### config.mk
export PLATFORM = sky130hd
export DESIGN_NAME = adc_scan_sequencer
export DESIGN_NICKNAME = d
export VERILOG_FILES = /design/src/rtl/adc_scan_sequencer.sv
export SDC_FILE = /design/constraint.sdc
export NUM_CORES = 1
export LEC_CHECK = 0
export BUFFER_PORTS_ARGS = -buffer_cell sky130_fd_sc_hd__buf_2
export CAP_MARGIN = 15
export CORE_MARGIN = 5
export CORE_UTILIZATION = 58
export CTS_CLUSTER_DIAMETER = 50
export DETAILED_ROUTE_END_ITERATION = 8
export PLACE_DENSITY = 0.79
export SETUP_SLACK_MARGIN = 0.3
export SLEW_MARGIN = 25
export SYNTH_ARGS = -nofsm -noshare
export SYNTH_HDL_FRONTEND = slang
export SYNTH_SLANG_ARGS = --single-unit
### constraint.sdc
create_clock -name clk -period 2.75 [get_ports clk]
set_input_delay 0.4125 -clock clk [delete_from_list [all_inputs] [get_ports clk]]
set_output_delay 0.4125 -clock clk [all_outputs]
set_load 0.03 [all_outputs]
### src/rtl/adc_scan_sequencer.sv
// Periodic multi-channel ADC scan engine: issues MCP3008 commands through a 24-bit SPI controller
// and buffers tagged 10-bit samples in a FWFT FIFO. Optional response watchdog: ADC_SEQ_TIMEOUT_EN.
module adc_scan_sequencer #(
    parameter int unsigned NUM_CHANNELS         = 8,
    parameter int unsigned SAMPLE_PERIOD_CYCLES = 100000,
    parameter int unsigned FIFO_DEPTH           = 8,
    parameter int unsigned TIMEOUT_CYCLES       = 4096
) (
    input  logic                    clk,
    input  logic                    rst,
    input  logic                    enable,
    input  logic [NUM_CHANNELS-1:0] channel_mask,
    input  logic                    clear_flags,
    output logic                    cmd_valid,
    output logic [23:0]             cmd_data,
    input  logic                    cmd_ready,
    input  logic                    rsp_valid,
    input  logic [23:0]             rsp_data,
    output logic                    m_valid,
    output logic [9:0]              m_data,
    output logic [2:0]              m_channel,
    input  logic                    m_ready,
    output logic                    busy,
    output logic                    fifo_overflow,
    output logic                    scan_overrun,
    output logic                    rsp_timeout
);

    localparam int unsigned CNT_W = $clog2(SAMPLE_PERIOD_CYCLES);
    localparam int unsigned AW    = $clog2(FIFO_DEPTH);
    localparam int unsigned PW    = AW + 1;
    localparam logic [23:0] CMD_BASE = 24'h018000;

    typedef enum logic [1:0] {S_IDLE, S_ISSUE, S_WAIT_RSP, S_NEXT} state_t;

    state_t                  state;
    logic [CNT_W-1:0]        period_cnt;
    logic                    tick;
    logic [NUM_CHANNELS-1:0] mask_q;
    logic [NUM_CHANNELS-1:0] remaining;
    logic [2:0]              cur_ch;
    logic                    cap_valid;
    logic [9:0]              cap_data;
    logic [2:0]              cap_ch;

    function automatic logic [2:0] lowest(input logic [NUM_CHANNELS-1:0] m);
        logic [2:0] r;
        r = '0;
        for (int i = NUM_CHANNELS - 1; i >= 0; i--) begin
            if (m[i]) r = 3'(i);
        end
        return r;
    endfunction

    // Scan period timebase; held at zero while disabled
    assign tick = enable && (period_cnt == CNT_W'(SAMPLE_PERIOD_CYCLES - 1));

    always_ff @(posedge clk) begin
        if (rst || !enable) period_cnt <= '0;
        else if (tick)      period_cnt <= '0;
        else                period_cnt <= period_cnt + CNT_W'(1);
    end

    assign remaining = mask_q & ~(NUM_CHANNELS'(1) << cur_ch);

`ifdef ADC_SEQ_TIMEOUT_EN
    localparam int unsigned TO_W = $clog2(TIMEOUT_CYCLES + 1);
    logic [TO_W-1:0] wd_cnt;
    logic            unused_bits;
    assign unused_bits = ^rsp_data[23:10];
`else
    logic unused_bits;
    assign unused_bits = ^{rsp_data[23:10], 32'(TIMEOUT_CYCLES)};
    assign rsp_timeout = 1'b0;
`endif

    // Scan sequencer; cmd_valid and the capture strobe are single-cycle pulses
    always_ff @(posedge clk) begin
        if (rst) begin
            state        <= S_IDLE;
            mask_q       <= '0;
            cur_ch       <= '0;
            cmd_valid    <= 1'b0;
            cmd_data     <= '0;
            busy         <= 1'b0;
            cap_valid    <= 1'b0;
            cap_data     <= '0;
            cap_ch       <= '0;
            scan_overrun <= 1'b0;
`ifdef ADC_SEQ_TIMEOUT_EN
            wd_cnt       <= '0;
            rsp_timeout  <= 1'b0;
`endif
        end else begin
            cmd_valid <= 1'b0;
            cap_valid <= 1'b0;
            if (clear_flags)                scan_overrun <= 1'b0;
            if (tick && state != S_IDLE)    scan_overrun <= 1'b1;
`ifdef ADC_SEQ_TIMEOUT_EN
            if (clear_flags)                rsp_timeout <= 1'b0;
`endif
            case (state)
                S_IDLE: begin
                    if (tick && |channel_mask) begin
                        mask_q <= channel_mask;
                        cur_ch <= lowest(channel_mask);
                        busy   <= 1'b1;
                        state  <= S_ISSUE;
                    end
                end
                S_ISSUE: begin
                    if (cmd_ready) begin
                        cmd_valid <= 1'b1;
                        cmd_data  <= CMD_BASE | (24'(cur_ch) << 12);
                        state     <= S_WAIT_RSP;
`ifdef ADC_SEQ_TIMEOUT_EN
                        wd_cnt    <= '0;
`endif
                    end
                end
                S_WAIT_RSP: begin
                    if (rsp_valid) begin
                        cap_valid <= 1'b1;
                        cap_data  <= rsp_data[9:0];
                        cap_ch    <= cur_ch;
                        state     <= S_NEXT;
                    end
`ifdef ADC_SEQ_TIMEOUT_EN
                    else if (wd_cnt == TO_W'(TIMEOUT_CYCLES - 1)) begin
                        cap_valid   <= 1'b1;
                        cap_data    <= 10'h3FF;
                        cap_ch      <= cur_ch;
                        rsp_timeout <= 1'b1;
                        state       <= S_NEXT;
                    end else begin
                        wd_cnt <= wd_cnt + TO_W'(1);
                    end
`endif
                end
                S_NEXT: begin
                    mask_q <= remaining;
                    if (|remaining) begin
                        cur_ch <= lowest(remaining);
                        state  <= S_ISSUE;
                    end else begin
                        busy  <= 1'b0;
                        state <= S_IDLE;
                    end
                end
                default: state <= S_IDLE;
            endcase
        end
    end

    // Sample FIFO, first-word-fall-through, extra pointer bit distinguishes full from empty
    logic [9:0]    mem_data [FIFO_DEPTH];
    logic [2:0]    mem_ch   [FIFO_DEPTH];
    logic [PW-1:0] wr_ptr;
    logic [PW-1:0] rd_ptr;
    logic          full;
    logic          pop;
    logic          push;

    assign full = (wr_ptr[AW] != rd_ptr[AW]) && (wr_ptr[AW-1:0] == rd_ptr[AW-1:0]);
    assign pop  = m_valid && m_ready;
    assign push = cap_valid && (!full || pop);

    always_ff @(posedge clk) begin
        if (rst) begin
            wr_ptr        <= '0;
            rd_ptr        <= '0;
            fifo_overflow <= 1'b0;
        end else begin
            if (push) wr_ptr <= wr_ptr + PW'(1);
            if (pop)  rd_ptr <= rd_ptr + PW'(1);
            if (clear_flags)         fifo_overflow <= 1'b0;
            if (cap_valid && !push)  fifo_overflow <= 1'b1;
        end
    end

    always_ff @(posedge clk) begin
        if (push) begin
            mem_data[wr_ptr[AW-1:0]] <= cap_data;
            mem_ch[wr_ptr[AW-1:0]]   <= cap_ch;
        end
    end

    assign m_valid   = (wr_ptr != rd_ptr);
    assign m_data    = m_valid ? mem_data[rd_ptr[AW-1:0]] : '0;
    assign m_channel = m_valid ? mem_ch[rd_ptr[AW-1:0]]   : '0;

endmodule

---- After elaboration in Yosys (flattened, before gate mapping) ----
Memory sizes are Yosys's and may differ from the RTL's. A register that Yosys moved wholly into a read port is not among the register bits.
Index checks and enable logic that the tools add are counted.
storage, ports and cells
  memories ................................ 2
  RAM bits ................................ 104
  register bits ........................... 60
  output and inout port bits .............. 43
memory list
  name      words  bits a word  read ports  clocked after memory_dff  wr ports  line  RTL
  mem_data  8      10           1           1                         1         156   logic [9:0] mem_data [FIFO_DEPTH];
  mem_ch    8      3            1           1                         1         157   logic [2:0] mem_ch [FIFO_DEPTH];
operators by class
  equality and inequality tests ........... 12
  reduce and logical (&&, ||, !) cells .... 28
  bitwise operators ....................... 4
  shift-type cells ........................ 1
  mux-type cells .......................... 42
  add/subtract/negate cells ............... 3
operators with widths
  kind                                             count
  two-way mux 3 bit                                23
  adder 17 x 1 -> 17 bit, second input constant    1
  equality test 17 bit, second input constant      1
  case mux 8 bit (2 select lines)                  1
  OR reduction 8 bit                               2
  two-way mux 1 bit                                10
  two-way mux 10 bit                               1
  inequality test 2 bit, second input constant     5
  AND reduction 3 bit                              3
  adder 4 x 1 -> 4 bit, second input constant      2
  AND 8 bit                                        1
  two-way mux 8 bit                                1
  inverter 8 bit                                   1
  case mux 2 bit (4 select lines)                  1
  nonzero test 2 bit                               4
  left shift 1 x 3 -> 8 bit, first input constant  1
  logical AND 1 bit                                7
  two-way mux 2 bit                                3
  case mux 3 bit (2 select lines)                  1
  AND reduction 2 bit                              3
  OR reduction 2 bit                               3
  equality test 2 bit, second input constant       2
  inequality test 4 bit                            1
  equality test 3 bit                              1
  other kinds (7)                                  11

---- Depth between registers and ports, before layout ----
Gate-level depths: netlist of run 1.
  word-level depth ........................ 13
  mapped depth ............................ 8
  depth with buffers taken out ............ 7

---- Least setup slack after synthesis of run 1 ----
No wires, ideal clock.
  path kind ............................... flip-flop to flip-flop
  from .................................... register wr_ptr[2]
  to ...................................... memory mem_ch[1][0] (enable)
  setup slack ............................. 0.220 ns
  setup time .............................. 0.400 ns
  buffers on the path ..................... 1
  cell stages (with the launch flop) ...... 7
  data arrival time ....................... 2.130 ns
  data required time ...................... 2.350 ns
  clock period less this slack ............ 2.530 ns
  cell sequence ........................... dfxtp_1 > clkbuf_1 > xor2_1 > or3_1 > o31a_1 > nand2_1 > nor3_1
between the ends
  word-level cells in the longest chain between the ends .. 7
ends and longest elaborated chain
  what                                     line  RTL
  start, declared                          158   logic [PW-1:0] wr_ptr;
  start signal, assigned                   174   if (push) wr_ptr <= wr_ptr + PW'(1);
  equality test 3 bit                      164   assign full = (wr_ptr[AW] != rd_ptr[AW]) && (wr_ptr[AW-1:0] == rd_ptr[AW-1:0]);
  logical AND 1 bit                        164
  logical NOT 1 bit                        166   assign push = cap_valid && (!full || pop);
  logical OR 1 bit                         166
  logical AND 1 bit                        166
  two-way mux 1 bit                        182   if (push) begin
  two-way mux 1 bit (implied by the code)  184   mem_ch[wr_ptr[AW-1:0]] <= cap_ch;
  end, declared                            157
Parallel ways exist; a longest one is shown, timed or not.

==> results of run 1 <==
-- area by class of cell --
| type | instances | area share |
|---|---|---|
| Tap cell | 147 | 0.02264 |
| Clock buffer | 22 | 0.05730 |
| Inverter | 14 | 0.006470 |
| Clock inverter | 10 | 0.01771 |
| Timing Repair Buffer | 64 | 0.05052 |
| Multi-Input combinational cell | 347 | 0.3048 |
| Sequential cell | 167 | 0.5405 |
-- power by group through the flow --
stage	Sequential (W)	Clock, W	Combinational (W)
after CTS	0.00263	0.00243	0.0000956
after detailed placement	0.00269	0	0.0000951
after global routing	0.00263	0.00256	0.000105
after floorplan	0.00269	0	0.0000803
final	0.00263	0.00242	0.0000961
after global placement	0.00269	0	0.0000933
-- cell families after synthesis --
group | synth area share
AOI/OAI and AO/OA | 0.06187
xor gates and xnor gates | 0.02970
adders and majority gates | 0.01237
buffers and inverters | 0.04525
DFF | 0.6194
muxes | 0.1085
other | 0.0005298
and+or+nand+nor | 0.1223
-- worst max-delay path, cell delays in order, from the launching register on --
cell and delay (ns):
dfxtp_4 0.40, buf_12 0.14, mux4_2 0.50, mux2i_1 0.26
nor2_1 0.10, buf_2 0.19
-- per-layer routing --
metal,vias up,part of all wire,wire length (µm),global-route usage
li1,2100,-,-,-
met1,2161,0.41,5767,0.2584
met2,165,0.51,7183,0.3430
met3,19,0.067,944,0.04630
met4,0,0.013,179,0.06870
met5,-,0,0,0
-- metrics by stage --
stage	worst slack [ns]	std cells
floorplan	0.2204	573
global placement	0.2856	737
detailed placement	0.2349	737
CTS	0.2912	769
global route	0.2666	771
finish	0.3279	771
-- sequential cells by signal, summed over array words and instances, names as in the netlist, 3 cells and up, named ones only --
| name | flops |
|---|---|
| cap_ch | 3 |
| cap_data | 10 |
| cmd_data | 4 |
| cur_ch | 3 |
| mask_q | 8 |
| mem_ch | 24 |
| mem_data | 80 |
| period_cnt | 17 |
| rd_ptr | 4 |
| wr_ptr | 4 |
-- worst paths after layout --
kind         cells after the start                        to
min                              3  cap_data[4]$_SDFFE_PP0P_
max                              5              m_channel[0]
max reg2reg                      6     state[0]$_SDFFE_PP0P_
min reg2reg                      1  period_cnt[0]$_SDFF_PP0_
-- repair_timing --
action                                  in CTS  in global routing
gates cloned                                 0                  2
endpoints found under the setup margin       1                 10
gates resized for setup                      0                  6
-- layout by cell type, fill, tap and decap left out, types with 7 or more instances in the layout --
| cell | Yosys | layout |
|---|---|---|
| o21ai_0 | 11 | 11 |
| clkbuf_16 | 0 | 20 |
| xnor2_1 | 8 | 8 |
| a22oi_1 | 9 | 9 |
| edfxtp_1 | 104 | 104 |
| nand3_1 | 22 | 22 |
| buf_2 | 4 | 47 |
| ha_1 | 7 | 7 |
| mux4_2 | 26 | 26 |
| dfxtp_1 | 63 | 60 |
| xor2_1 | 16 | 16 |
| a21oi_1 | 26 | 26 |
| conb_1 | 1 | 20 |
| inv_1 | 14 | 14 |
| buf_4 | 21 | 14 |
| nand2_1 | 53 | 53 |
| mux2i_1 | 16 | 15 |
| nor2_1 | 65 | 65 |
-- cell usage after synthesis (5+ instances only) --
cell type,instances
edfxtp_1,104
nor2_1,65
dfxtp_1,63
nand2_1,53
a21oi_1,26
mux4_2,26
nand3_1,22
buf_4,21
clkbuf_1,17
mux2i_1,16
xor2_1,16
inv_1,14
o21ai_0,11
a22oi_1,9
xnor2_1,8
ha_1,7
and3_1,6
nand2b_1,6
nor3_1,5
==> results.toml, run 1 <==
[floorplan]
die_h_um = 120.5
die_area_um2 = 14510
io-pin-count = 82
rows = 40
initial_core_util = 0.5893
fp.dieW_um = 120.5
core_um2 = 12010

[power_and_ir_drop]
p_clk_frac = 0.470
pwr-share-seq = 0.512
p_leak_nw = 3.117
ir_drop_uv = 363.2
combPwrFrac = 0.019
p_per_area_nw_per_um2 = 633.5
p_switching_w = 0.001009
switching_share = 0.1960
p_int_w = 0.004137
totalPowerFinal_w = 0.005146

[clock_network]
root_buffer = "clkbuf_16"
cts_tree = "yes"
htreeDepth = 4
clkLatencyLatePin_ns = 0.42
cts-hold-fix-buffers = 0
clk_pin_slew_ns = 0.06
cts_buffer_depth = 2
cts_buffers = 17
cts_setup_buffers = 0
clock_sinks = 167

[synth]
ys_warn_count = 0
syn-instance-count = 554
async_reset_ff_frac = 0
ys_ff_latch = 167
synth_cell_types = 56
yosysSeqAreaShare = 0.6194
synth_area_leaders = "edfxtp_1 44%, dfxtp_1 18%, mux4_2 8.3%, nor2_1 3.4%, nand2_1 2.8%"
synth_top_area_cell = "edfxtp_1"
synth_top_area_frac = 0.4412
synth-main-ff-cell = "edfxtp_1"
syn_area_um2 = 7078
synth_area_per_cell_um2 = 12.78
synth_edf_count = 104

[critical_path]
reg2reg_from = "cur_ch[1]$_SDFFE_PP0P_"
critPathLaunchType = "flop"
crit_fanout = 7
crit_arrival_ns = 2.01
worstSetupPathType = "reg -> out"
required_ns = 2.34
end_kind = "output port"
r2r_slack_ns = 0.42

[finish]
post-route-util = 0.6763
seq_area_um2 = 4390
design_area_um2 = 8123
drive_gt1_frac = 0.2212
nNetsFinal = 657
multiInputGateArea_um2 = 2476
fillers = 861
diodes = 0
area_growth_syn_to_layout_pct = 14.76

[detailed_routing]
drt-pass1-iter-count = 6
wire_per_inst_um = 18.26
drc = 0
wirelength_um = 14080
drt_iter0_drc = 376
vias_per_cell = 5.765
postRouteAntennaNets = 0
route.vias.total = 4445

[sta]
fin_worst_skew_ns = 0.006411
hold_viol_final = 0
relSlewSlack = 0.6178
drv_slew = 0
max_freq_mhz = 412.9
fin_crit_sh = 0.8808
worst_slew_pin_slew_ns = 0.5733
setup_viol = 0
fin_hold_ws_ns = 0.2421
grt_setup_unrepaired = "yes"
min_period_ns = 2.422
finalSetupTns_ns = 0

[status]
status = "finished clean"

[global_route]
grt_max_degree = 43
grt_pass1_wl_um = 22600
grt_pass1_vias = 4453
track_usage = 0.2025
antenna_found_initial = 0
grt-ovfl-total = 0

[hold_path]
hold_class = "in -> reg"
hold_start = "rsp_data[4]"

[placement]
place_area_um2 = 7443
portBuffers = 47
place_congestion = 0.9726
hpwl_um = 8799

[run]
cap_violations = 0
Power figures use the tool's default switching activity.
==> inputs of run 2 (changes only) <==
==> constraint.sdc (replaced) <==
create_clock -name clk -period 2.75 [get_ports clk]
set_input_delay 0.4125 -clock clk [delete_from_list [all_inputs] [get_ports clk]]
set_output_delay 0.4125 -clock clk [all_outputs]
set_load 0.02 [all_outputs]
==> results.toml, run 2 (synthesis gave the netlist of run 1 again) <==
[status]
status = "finished clean"

[global_route]
grt_pass1_vias = 4457
grt-ovfl-total = 0
antenna_found_initial = 0
grt-busiest-layer = "met2"
grt_max_degree = 43
use_met3 = 0.04630
grtUsageMet1 = 0.2584
track_usage = 0.2025
grt_pass1_wl_um = 22600
grtUsageMet2 = 0.3430

[detailed_routing]
drt_iter0_drc = 357
postRouteAntennaNets = 0
drc = 0
vias_per_cell = 5.742
route.vias.total = 4427
drt-pass1-iter-count = 6
wirelength_um = 14110
wire_per_inst_um = 18.30

[hold_path]
hold_start = "rsp_data[7]"
hold-path-endpoint = "cap_data[7]$_SDFFE_PP0P_"
hold_class = "in -> reg"
whs_path_depth = 3

[sta]
worst_slew_pin_slew_ns = 0.5654
drv_slew = 0
finalSetupTns_ns = 0
grt_setup_unrepaired = "yes"
fin_worst_skew_ns = 0.006551
fin_crit_sh = 0.8919
setup_viol = 0
min_period_ns = 2.453
max_freq_mhz = 407.7
relSlewSlack = 0.6222
hold_viol_final = 0

[clock_network]
cts_tree = "yes"
cts_buffer_depth = 2
cts_setup_buffers = 0
clock_sinks = 167
cts_buffers = 17
clkLatencyLatePin_ns = 0.42
clk_pin_slew_ns = 0.06
root_buffer = "clkbuf_16"
htreeDepth = 4

[critical_path]
critPathMaxStageDelay_ns = 0.50
worst-path-buf-inv = 2
crit_fanout = 7
reg2regPathDepth = 6
worstSetupPathType = "reg -> out"
crit_arrival_ns = 2.04
r2r_slack_ns = 0.41
slowest_stage = "mux4_2"
critPathLaunchType = "flop"
end_kind = "output port"
required_ns = 2.34
cp_top_family = "multiplexers"
crit_chain = "buf_12, mux4_2, mux2i_1, nor2_1, buf_2"
path_depth = 5
reg2reg_from = "cur_ch[1]$_SDFFE_PP0P_"
r2r_end = "state[0]$_SDFFE_PP0P_"

[finish]
final_common_cell = "edfxtp_1"
fillers = 860
nNetsFinal = 657
final_cell_mix = "104 x edfxtp_1, 65 x nor2_1, 61 x dfxtp_1"
diodes = 0
final_cells = 771
area_growth_syn_to_layout_pct = 14.71
largest_register_ffs = 80
drive_gt1_frac = 0.2196

[placement]
place_inst = 737
hpwl_um = 8799
place_congestion = 0.9726
portBuffers = 47

[floorplan]
io-pin-count = 82
die_h_um = 120.5
die_area_um2 = 14510
initial_core_util = 0.5893
rows = 40
fp.dieW_um = 120.5
core_um2 = 12010

[run]
cap_violations = 0

[power_and_ir_drop]
ir_drop_uv = 364.6
p_per_area_nw_per_um2 = 633.2
p_leak_nw = 3.117
-- run 2: worst max-delay path by stage --
stage / startpoint / endpoint / slack [ns]
floorplan: wr_ptr[2]$_SDFFE_PP0P_ / mem_ch[1][0]$_DFFE_PP_ / 0.22
detailed placement: channel_mask[6] / mask_q[2]$_SDFFE_PP0P_ / 0.23
global placement: channel_mask[6] / mask_q[4]$_SDFFE_PP0P_ / 0.29
CTS: cur_ch[0]$_SDFFE_PP0P_ / cur_ch[1]$_SDFFE_PP0P_ / 0.31
global route: flop / m_channel[0] / 0.24
finish: flop / m_channel[0] / 0.30
-- run 2: final cells by class --
class / instances / area, µm² / area share
Sequential cell: 167 / 4387 / 0.5403
Clock inverter: 10 / 143.9 / 0.01772
Clock buffer: 22 / 465.4 / 0.05733
Tap cell: 147 / 183.9 / 0.02265
Multi-Input combinational cell: 347 / 2476 / 0.3050
Timing Repair Buffer: 64 / 410.4 / 0.05055
Inverter: 14 / 52.55 / 0.006472
-- run 2: layer usage --
metal / routed length (µm) / vias to the layer above / part of all wire
met2: 7183 / 165 / 0.51
li1: - / 2097 / -
met3: 945 / 17 / 0.067
met5: 0 / - / 0
met4: 190 / 0 / 0.013
met1: 5791 / 2148 / 0.41
-- run 2: repair_timing --
action	4_1_cts	5_1_grt
hold buffers	0	0
gates resized for setup	0	4
setup endpoints to repair	0	8
-- run 2: metrics by stage --
step | total power, W | utilization | setup slack [ns] | hold WS, ns | instance area [µm²]
after detailed placement | 0.002770 | 0.6197 | 0.2349 | 0.4558 | 7443
after global placement | 0.002768 | 0.6197 | 0.2856 | 0.4424 | 7443
after global routing | 0.005287 | 0.6759 | 0.2381 | 0.2361 | 8119
after floorplan | 0.002758 | - | 0.2204 | 0.4261 | 7149
final | 0.005141 | 0.6759 | 0.2972 | 0.2438 | 8119
after CTS | 0.005152 | 0.6704 | 0.3072 | 0.2356 | 8053
-- run 2: power breakdown --
group	internal, W	switching (W)
registers	0.00263	0.00000232
logic	0.0000204	0.0000631
clock network	0.00149	0.000937
total	0.00414	0.00100
-- run 2: tightest hold or removal path, stage by stage --
cell and delay, ns:
buf_2 0.10, nand2_1 0.05, a21oi_1 0.05
